## src/rtl/mnist_pkg.sv

```systemverilog
// Shared types and defaults for the MAC sequencer: FSM state enum,
// bus width defaults and the tag pipe depth.
package mnist_pkg;

  localparam int DEF_DATA_W = 32;
  localparam int DEF_ADDR_W = 10;
  localparam int DEF_LEN_W  = 10;
  localparam int TAG_DEPTH  = 3;

  typedef enum logic [1:0] {
    IDLE,
    FETCH,
    DRAIN,
    DONE
  } state_e;

endpackage

```

## src/rtl/mac_seq_tagpipe.sv

```systemverilog
// TAG_DEPTH-stage {vld,first,last} shift register with sync flush.
// In: clk, rst_n, flush_i, vld_i/first_i/last_i. Out: per-stage tags.
module mac_seq_tagpipe
  import mnist_pkg::*;
(
  input  logic                 clk,
  input  logic                 rst_n,
  input  logic                 flush_i,
  input  logic                 vld_i,
  input  logic                 first_i,
  input  logic                 last_i,
  output logic [TAG_DEPTH-1:0] vld_o,
  output logic [TAG_DEPTH-1:0] first_o,
  output logic [TAG_DEPTH-1:0] last_o
);

  always_ff @(posedge clk or negedge rst_n) begin
    if (!rst_n) begin
      vld_o   <= '0;
      first_o <= '0;
      last_o  <= '0;
    end else if (flush_i) begin
      vld_o   <= '0;
      first_o <= '0;
      last_o  <= '0;
    end else begin
      vld_o   <= {vld_o[TAG_DEPTH-2:0], vld_i};
      first_o <= {first_o[TAG_DEPTH-2:0], first_i};
      last_o  <= {last_o[TAG_DEPTH-2:0], last_i};
    end
  end

endmodule

```

## src/rtl/mac_seq_ctrl.sv

```systemverilog
// Sequencer for the 32-lane MAC array: command in, image/weight
// streaming out, start/stop/done strobes. Optional MAC_SEQ_ABORT_EN
// adds the abort input. Ports: cmd_*, img_*, wt_addr, mac_*, busy, done.
module mac_seq_ctrl
  import mnist_pkg::*;
#(
  parameter int DATA_W = DEF_DATA_W,
  parameter int ADDR_W = DEF_ADDR_W,
  parameter int LEN_W  = DEF_LEN_W
) (
  input  logic              clk,
  input  logic              rst_n,
  input  logic              cmd_valid,
  output logic              cmd_ready,
  input  logic [ADDR_W-1:0] cmd_base,
  input  logic [LEN_W-1:0]  cmd_len,
`ifdef MAC_SEQ_ABORT_EN
  input  logic              abort,
`endif
  output logic              img_rd,
  output logic [ADDR_W-1:0] img_addr,
  input  logic [DATA_W-1:0] img_rdata,
  output logic [ADDR_W-1:0] wt_addr,
  output logic [DATA_W-1:0] mac_image,
  output logic              mac_start,
  output logic              mac_stop,
  output logic              busy,
  output logic              done
);

  state_e              state_q;
  logic [LEN_W-1:0]    cnt_q;
  logic [LEN_W-1:0]    len_q;
  logic                rd_q;
  logic [ADDR_W-1:0]   addr_q;
  logic                first_q;
  logic                last_q;
  logic                busy_q;
  logic                done_q;
  logic                rdy_q;
  logic [ADDR_W-1:0]   wt_q;
  logic [DATA_W-1:0]   img_q;
  logic                stop_q;
  logic                started_q;
  logic                accept;
  logic                kill;
  logic [TAG_DEPTH-1:0] tag_vld;
  logic [TAG_DEPTH-1:0] tag_first;
  logic [TAG_DEPTH-1:0] tag_last;

  assign accept = cmd_valid & rdy_q;

`ifdef MAC_SEQ_ABORT_EN
  // busy_q is low in IDLE, so an accepted command always beats abort
  assign kill = abort & busy_q;
`else
  assign kill = 1'b0;
`endif

  mac_seq_tagpipe u_tags (
    .clk     (clk),
    .rst_n   (rst_n),
    .flush_i (kill),
    .vld_i   (rd_q),
    .first_i (first_q),
    .last_i  (last_q),
    .vld_o   (tag_vld),
    .first_o (tag_first),
    .last_o  (tag_last)
  );

  always_ff @(posedge clk or negedge rst_n) begin
    if (!rst_n) begin
      state_q <= IDLE;
      cnt_q   <= '0;
      len_q   <= '0;
      rd_q    <= 1'b0;
      addr_q  <= '0;
      first_q <= 1'b0;
      last_q  <= 1'b0;
      busy_q  <= 1'b0;
      done_q  <= 1'b0;
      rdy_q   <= 1'b1;
    end else if (kill) begin
      state_q <= IDLE;
      rd_q    <= 1'b0;
      first_q <= 1'b0;
      last_q  <= 1'b0;
      busy_q  <= 1'b0;
      done_q  <= 1'b0;
      rdy_q   <= 1'b1;
    end else begin
      unique case (state_q)
        IDLE: begin
          if (accept) begin
            rdy_q  <= 1'b0;
            busy_q <= 1'b1;
            len_q  <= cmd_len;
            cnt_q  <= '0;
            addr_q <= cmd_base;
            if (cmd_len == '0) begin
              state_q <= DONE;
              done_q  <= 1'b1;
            end else begin
              state_q <= FETCH;
              rd_q    <= 1'b1;
              first_q <= 1'b1;
              last_q  <= (cmd_len == LEN_W'(1));
            end
          end
        end
        FETCH: begin
          first_q <= 1'b0;
          if (last_q) begin
            state_q <= DRAIN;
            rd_q    <= 1'b0;
            last_q  <= 1'b0;
          end else begin
            cnt_q  <= cnt_q + LEN_W'(1);
            addr_q <= addr_q + ADDR_W'(1);
            // next read is the final one when k+1 == N-1
            last_q <= (cnt_q + LEN_W'(2) == len_q);
          end
        end
        DRAIN: begin
          if (~|tag_vld) begin
            state_q <= DONE;
            done_q  <= 1'b1;
          end
        end
        DONE: begin
          state_q <= IDLE;
          done_q  <= 1'b0;
          busy_q  <= 1'b0;
          rdy_q   <= 1'b1;
        end
        default: state_q <= IDLE;
      endcase
    end
  end

  always_ff @(posedge clk or negedge rst_n) begin
    if (!rst_n) begin
      img_q     <= '0;
      wt_q      <= '0;
      stop_q    <= 1'b0;
      started_q <= 1'b0;
    end else begin
      if (tag_vld[0]) img_q <= img_rdata;
      if (accept) wt_q <= '0;
      else if (tag_vld[1]) wt_q <= wt_q + ADDR_W'(1);
      // an aborted run still owes the array a stop once started
      if (kill) stop_q <= started_q | tag_first[TAG_DEPTH-1];
      else stop_q <= tag_last[TAG_DEPTH-1];
      if (kill) started_q <= 1'b0;
      else if (tag_last[TAG_DEPTH-1]) started_q <= 1'b0;
      else if (tag_first[TAG_DEPTH-1]) started_q <= 1'b1;
    end
  end

  assign cmd_ready = rdy_q;
  assign img_rd    = rd_q;
  assign img_addr  = addr_q;
  assign wt_addr   = wt_q;
  assign mac_image = img_q;
  assign mac_start = tag_first[TAG_DEPTH-1];
  assign mac_stop  = stop_q;
  assign busy      = busy_q;
  assign done      = done_q;

endmodule

```

## config.mk

```make
export PLATFORM = sky130hd
export DESIGN_NAME = mac_seq_ctrl
export DESIGN_NICKNAME = d
export VERILOG_FILES = /design/src/rtl/mnist_pkg.sv /design/src/rtl/mac_seq_tagpipe.sv /design/src/rtl/mac_seq_ctrl.sv
export SDC_FILE = /design/constraint.sdc
export NUM_CORES = 1
export LEC_CHECK = 0
export ABC_AREA = 0
export BUFFER_PORTS_ARGS = -buffer_cell sky130_fd_sc_hd__buf_2
export CAP_MARGIN = 40
export CORE_AREA = 2 2 105 107
export CTS_CLUSTER_DIAMETER = 60
export CTS_CLUSTER_SIZE = 25
export DETAILED_ROUTE_END_ITERATION = 10
export DIE_AREA = 0 0 107 109
export PLACE_DENSITY_LB_ADDON = 0.08
export SLEW_MARGIN = 10
export SYNTH_ARGS = -nofsm -noshare
export SYNTH_HDL_FRONTEND = slang
export SYNTH_SLANG_ARGS = --single-unit
```

## constraint.sdc

```tcl
create_clock -name clk -period 4.71 [get_ports clk]
set_input_delay 0.942 -clock clk [delete_from_list [all_inputs] [get_ports clk]]
set_output_delay 0.942 -clock clk [all_outputs]
set_load 0.02 [all_outputs]
```

==> out/results.tsv, run 1 <==
metric	value	unit
startpoint of the tightest hold check path	u_tags.last_o[1]	
Total Neg Setup Slack	0	ns
total vias in the final route	3107	
count of buffers added by post-CTS timing repair for setup	0	
RSZ-0062 raised after global routing	false	
top cells by area, synth	sky130_fd_sc_hd__dfrtp_1, sky130_fd_sc_hd__mux2_2, sky130_fd_sc_hd__xor2_1	
DRC violation count after routing	0	
Final setup viols	0	
layout net count	534	
combined area of the multi-input logic cells	1790	sq um
count of instances resized after the clock tree is built	0	
total wire length after detailed routing	9230	microns
wire length per cell after detailed routing	15.0	microns
synthesized cell area	4160	sq um
register bit count reported by yosys	90	
cell type group with the largest total delay on the critical path	compound AO/OA/AOI/OAI gates	
mux share of post-synthesis cell area	0.123	
launching element type of the critical path	flip-flop	
H-tree depth	3	
per-instance average area after synthesis	11.6	sq um
Cell Chain, Critical Path	inv_1 -> ha_1 -> nor2b_1 -> o21a_1 -> o21ai_0 -> a221o_1	
clock net sink count	90	
count of mapped cells out of synthesis	358	
number of global-route vias before repair	3072	
final-report hold violation count	0	
number of buffers on the longest clock path	2	
setup skew after layout	0.0100	ns
count of flip-flops with a built-in enable after synthesis	0	
post-synthesis sequential area ratio	0.542	
first-pass detailed-route iteration total	4	
Final ANT Viol Nets	0	
register area	2250	sq um
Pwr per Cell Area	289	nW/um^2
overall die height	109	microns
arrival time of the worst setup path	2.72	ns
Synth Area in XOR/XNOR	0.0542	
fraction of synthesis flops using an asynchronous set or reset pin	1.00	
most numerous cell in the Yosys netlist	sky130_fd_sc_hd__dfrtp_1	
initial cell density of the core	0.392	
Worst Reg2Reg Path Length in Cells	6	
complex-gate fraction of the synthesized area	0.0954	
count of routing violations after the opening detailed-route iteration	146	
wire length of the first global-routing pass	15000	microns
endpoint type of the worst setup path	flip-flop	
placeable core region	10600	sq um
terminating pin of the worst hold path	u_tags.last_o[2]	
path class of the lowest-slack min-delay path	flip-flop to flip-flop	
number of distinct standard cells referenced by the synthesized netlist	57	
remaining global-route overflow	0	
number of buffers inserted during clock tree synthesis	9	
Post-Synth Simple-Gate Area	0.131	
master cell of the clock root buffer	sky130_fd_sc_hd__clkbuf_8	
register-to-register setup slack	2.24	ns
share of layout cells above drive strength 1	0.379	
clock edge transition at the registers on the reported setup and hold paths	0.09	ns
beginning of the worst register-to-register path	state_q[1]	
Clock Latency Late Sink	0.36	ns
Post-Layout Cell Count	615	
count of buffers inserted at the top-level ports	112	
number of max-capacitance violations reported	0	
number of antenna diodes	0	
leading area contributor after synthesis	sky130_fd_sc_hd__dfrtp_1	
critical path's slowest cell	sky130_fd_sc_hd__ha_1	
relative area change from synthesis to final layout	22.4	%
dominant register cell in the synthesized netlist	sky130_fd_sc_hd__dfrtp_1	
number of hold-repair buffers added at the cts stage	0	
Cell Rows	38	
portion of the clock cycle consumed by the worst path in the final layout	0.524	
status	complete, no violations	
nets in the synthesized netlist	422	
leading cell types by count after synthesis	sky130_fd_sc_hd__dfrtp_1, sky130_fd_sc_hd__mux2_2, sky130_fd_sc_hd__nand2_1	
half-perimeter wire length of the detailed placement result	6660	microns
relative slew slack	0.538	
Post-Synth Adder-Cell Area	0.0271	
antenna violations before repair	0	
die area	11700	sq um
Min Clock Period, post-route	2.47	ns
Critical Path Max Stage Delay	0.45	ns
share of the synthesized area in the top cell type	0.536	
main combinational cell family by area after synthesis	simple AND/OR/NAND/NOR gates	
kind of critical path	flip-flop to flip-flop	
total buffers and inverters traversed by the critical path	1	
vias per inst	5.05	
slew at the pin with the worst max-slew slack	0.689	ns
global placer's final weighted congestion	0.786	
Max FO, Critical Path	11	
pin count of the biggest net entering global routing	50	
Top Ports	113	
Die Wd	107	microns
Reg-to-Reg End	img_addr[2]	
GRT Resource Usage Total	0.165	
critical path data required time	4.96	ns
worst vdd rail ir drop	172	uV
max-slew violation count	0	
worst hold path stage count	0	
number of placed instances with taps included	599	
clock tree from TritonCTS	yes	
# fillers	997	
number of warnings issued by yosys	0	
achievable clock frequency	405	MHz
static leakage	2.59	nW
-- how the worst max path moves through the flow --
stage                from  depth (start not counted)     endpoint  slack, ns
2_1_floorplan  cmd_len[5]                          4         done       2.54
3_5_place_dp    cmd_valid                          6       last_q       1.92
3_3_place_gp    cmd_valid                          6       last_q       1.95
4_1_cts        state_q[1]                          6  img_addr[2]       2.22
6_report       state_q[1]                          6  img_addr[2]       2.24
5_1_grt        state_q[1]                          7  img_addr[6]       2.00
-- metal layers --
| metal | wire (microns) | vias up | share of wire | GRT usage |
|---|---|---|---|---|
| li1 | - | 1513 | - | - |
| met1 | 4440 | 1489 | 0.48 | 0.223 |
| met2 | 4120 | 90 | 0.45 | 0.259 |
| met3 | 456 | 15 | 0.049 | 0.0263 |
| met4 | 211 | 0 | 0.023 | 0.0807 |
| met5 | 0 | - | 0 | 0 |
-- placed cells by master (no fill, tap or decap), drive strengths merged, types with 2 or more instances in the layout --
cell,Yosys,final
buf,6,115
dfrtp,89,89
mux2,42,42
nand2,30,30
nor2,29,29
o21ai,18,18
xor2,17,17
nand3,10,10
clkbuf,8,10
inv,9,10
nor3,9,9
ha,9,9
a21oi,7,7
nand4,7,7
xnor2,6,6
a221o,5,5
and3,4,4
o31ai,4,4
mux2i,4,4
and2,3,3
nor2b,3,3
o2111ai,3,3
bufinv,0,3
nor4,3,3
or3,3,3
o21a,2,2
a22oi,2,2
and4,2,2
or4,2,2
clkinv,0,2
-- stage by stage --
stage,util,cell area [sq um],setup WS (ns),hold slack [ns],power [W]
finish,0.480,5090,2.24,0.355,0.00147
global route,0.480,5090,2.00,0.365,0.00153
CTS,0.480,5090,2.22,0.358,0.00149
detailed placement,0.456,4840,1.92,0.337,0.000831
global placement,0.456,4840,1.95,0.334,0.000831
floorplan,-,4160,2.54,0.331,0.000790
-- cell type report --
class                   instances  share of cell area
clock buffers                  10              0.0270
clock inverters                 6              0.0221
inverters                       9             0.00664
multi-input cells             245               0.352
flip-flops and latches         90               0.443
well taps                     140              0.0344
repair buffers                115               0.115
-- where the power goes --
| part | total, W | switching [W] | internal (W) | leakage (nW) |
|---|---|---|---|---|
| registers | 0.000772 | 0 | 0.000772 | 1.17 |
| logic | 0.0000425 | 0.0000249 | 0.0000176 | 1.30 |
| clock network | 0.000654 | 0.000285 | 0.000369 | 0.127 |
-- kinds of logic (layout without fill, tap and decap cells) --
logic type | after synthesis | after routing
fa+ha+maj | 9 | 9
buf+inv | 23 | 140
compound gates | 57 | 57
simple gates | 109 | 109
mux | 46 | 46
flops | 90 | 90
xor+xnor | 24 | 24
-- state kept, by name (all words and copies together), names as in the netlist --
name and count:
last_q 1, mac_image 32, wt_addr 10, first_q 1
cmd_ready 1, busy 1, mac_stop 1, len_q 10
done 1, u_tags.vld_o 3, img_addr 10, u_tags.first_o 3
img_rd 1, cnt_q 10, state_q 2, u_tags.last_o 3
Note: power is estimated with default switching activity, not from simulation.
==> run 2: changes to the inputs <==
ABC_AREA = 1   (was 0)
CORE_AREA = 2 2 106 108   (was 2 2 105 107)
DIE_AREA = 0 0 108 110   (was 0 0 107 109)
clock period = 2.4 ns   (was 4.71 ns; I/O delays follow)
==> out/results.tsv, run 2 <==
metric	value	unit
status	complete, no violations	
count of buffers inserted at the top-level ports	112	
leading cell types by count after synthesis	sky130_fd_sc_hd__nand2_1, sky130_fd_sc_hd__dfrtp_1, sky130_fd_sc_hd__inv_1	
number of global-route vias before repair	3351	
first-pass detailed-route iteration total	4	
Max FO, Critical Path	11	
remaining global-route overflow	0	
vias per inst	4.64	
fraction of synthesis flops using an asynchronous set or reset pin	1.00	
# fillers	1070	
max-slew violation count	0	
switching part of the total	0.432	
clock tree from TritonCTS	yes	
Top Ports	113	
H-tree depth	3	
register area	2250	sq um
global placer's final weighted congestion	0.831	
Die Wd	108	microns
Clock Latency Late Sink	0.36	ns
internal power of the cells	0.00364	W
instance area at placement	4930	sq um
initial cell density of the core	0.389	
clock edge transition at the registers on the reported setup and hold paths	0.09	ns
register bit count reported by yosys	90	
Total Neg Setup Slack	0	ns
Net Switching	0.00277	W
synthesized cell area	4160	sq um
DRC violation count after routing	0	
half-perimeter wire length of the detailed placement result	7150	microns
Final ANT Viol Nets	0	
setup skew after layout	0.0114	ns
number of antenna diodes	0	
clock network fraction of design power	0.170	
top cells by area, synth	sky130_fd_sc_hd__dfrtp_1, sky130_fd_sc_hd__nand2_1, sky130_fd_sc_hd__inv_1	
RSZ-0062 raised after global routing	false	
path class of the lowest-slack min-delay path	primary input to asynchronous set/reset pin	
number of warnings issued by yosys	0	
share of the synthesized area in the top cell type	0.535	
number of buffers on the longest clock path	2	
number of max-capacitance violations reported	0	
number of buffers inserted during clock tree synthesis	9	
master cell of the clock root buffer	sky130_fd_sc_hd__clkbuf_8	
complex-gate fraction of the synthesized area	0.0947	
critical path data required time	2.66	ns
Post-Synth Simple-Gate Area	0.257	
dominant register cell in the synthesized netlist	sky130_fd_sc_hd__dfrtp_1	
endpoint type of the worst setup path	flip-flop	
most common cell after layout, fill and taps aside	sky130_fd_sc_hd__nand2_1	
count of buffers added by post-CTS timing repair for setup	0	
power share of the sequential group	0.413	
die area	11900	sq um
count of flip-flops with a built-in enable after synthesis	0	
Final setup viols	0	
Min Clock Period, post-route	2.11	ns
placeable core region	10700	sq um
worst vdd rail ir drop	444	uV
kind of critical path	flip-flop to flip-flop	
launching element type of the critical path	flip-flop	
share of layout cells above drive strength 1	0.235	
mux share of post-synthesis cell area	0	
Layout Utilization	0.480	
Pwr per Cell Area	1250	nW/um^2
Largest register FFs	32	
combinational fraction of design power	0.417	
relative slew slack	0.626	
combined area of the multi-input logic cells	1640	sq um
layout net count	685	
leading area contributor after synthesis	sky130_fd_sc_hd__dfrtp_1	
most numerous cell in the Yosys netlist	sky130_fd_sc_hd__nand2_1	
pre-CTS WS	0.272	ns
per-instance average area after synthesis	8.28	sq um
GRT Resource Usage Total	0.166	
worst setup margin	0.294	ns
post-synthesis sequential area ratio	0.541	
final instance area	5140	sq um
arrival time of the worst setup path	2.37	ns
PnR Total Power	0.00641	W
total vias in the final route	3555	
wire length per cell after detailed routing	12.4	microns
total wire length after detailed routing	9510	microns
wire length of the first global-routing pass	15500	microns
Cell Rows	38	
count of mapped cells out of synthesis	503	
static leakage	2.79	nW
number of hold-repair buffers added at the cts stage	0	
overall die height	110	microns
achievable clock frequency	475	MHz
number of distinct standard cells referenced by the synthesized netlist	37	
Synth Area in XOR/XNOR	0.0147	
final-report hold violation count	0	
main combinational cell family by area after synthesis	simple AND/OR/NAND/NOR gates	
antenna violations before repair	0	
count of routing violations after the opening detailed-route iteration	229	
most frequent cells in the layout	sky130_fd_sc_hd__nand2_1, sky130_fd_sc_hd__buf_2, sky130_fd_sc_hd__dfrtp_1	
count of instances resized after the clock tree is built	0	
portion of the clock cycle consumed by the worst path in the final layout	0.878	
Post-Synth Adder-Cell Area	0.0271	
pin count of the biggest net entering global routing	44	
clock net sink count	90	
relative area change from synthesis to final layout	23.4	%
slew at the pin with the worst max-slew slack	0.561	ns
nets in the synthesized netlist	567	
run 2: cell types whose count changed in the layout (fill, tap and decap cells not counted), sizes merged, moves of 12 or more:
cell	before	now
a21oi	7	19
inv	10	56
mux2	42	0
nand2	30	191
nand3	10	25
o21ai	18	33
xor2	17	3
run 2: path summary, 6_finish.rpt:
path / from / end / slack, ns / cells past startpoint
max: state_q[1] / cnt_q[8] / 0.29 / 12
min: rst_n / mac_image[8] / 0.09 / 1
max reg2reg: state_q[1] / cnt_q[8] / 0.29 / 12
min reg2reg: u_tags.last_o[1] / u_tags.last_o[2] / 0.35 / 0
max in group asynchronous: rst_n / cnt_q[9] / 1.67 / 2
min in group clk: img_rdata[8] / mac_image[8] / 0.31 / 3
run 2: metrics by stage:
stage	std cells	hold slack, ns
global placement	749	0.331
detailed placement	750	0.335
CTS	766	0.110
global route	766	0.129
floorplan	503	0.184
finish	766	0.0912
run 2: area by class of cell:
type,instances,area share
well taps,140,0.0341
flip-flops and latches,90,0.439
inverters,56,0.0433
multi-input cells,346,0.318
clock inverters,6,0.0141
repair buffers,118,0.125
clock buffers,10,0.0268
run 2: kinds of logic after synthesis:
logic type,Yosys count
AO/OA/AOI/OAI,70
buffers and inverters,67
adder cells (fa/ha/maj),9
AND/OR/NAND/NOR,260
XOR/XNOR,7
flip-flops,90
run 2: layer usage:
layer  GRT usage  vias up  part of all wire
met5           0        -                 0
met4      0.0650        0             0.013
met3      0.0382       12             0.053
met2       0.267       79              0.46
met1       0.218     1630              0.47
li1            -     1834                 -
run 2: power groups by stage:
stage	combinational, W	clock, W	sequential, W
2_1_floorplan	0.00137	0	0.00308
3_3_place_gp	0.00263	0	0.00266
3_5_place_dp	0.00271	0	0.00268
4_1_cts	0.00271	0.00113	0.00266
5_1_grt	0.00303	0.00120	0.00274
6_report	0.00267	0.00109	0.00265
run 2: critical path, cell delays in order (launching register included):
cell	delay (ns)
sky130_fd_sc_hd__dfrtp_1	0.41
sky130_fd_sc_hd__inv_1	0.12
sky130_fd_sc_hd__ha_1	0.32
sky130_fd_sc_hd__inv_2	0.07
sky130_fd_sc_hd__or2_4	0.25
sky130_fd_sc_hd__nand2_2	0.06
sky130_fd_sc_hd__nand2_2	0.19
sky130_fd_sc_hd__nor3_4	0.24
sky130_fd_sc_hd__nand2_2	0.11
sky130_fd_sc_hd__clkinv_1	0.07
sky130_fd_sc_hd__nand3_1	0.06
sky130_fd_sc_hd__nand2_1	0.07
sky130_fd_sc_hd__nor2_1	0.04
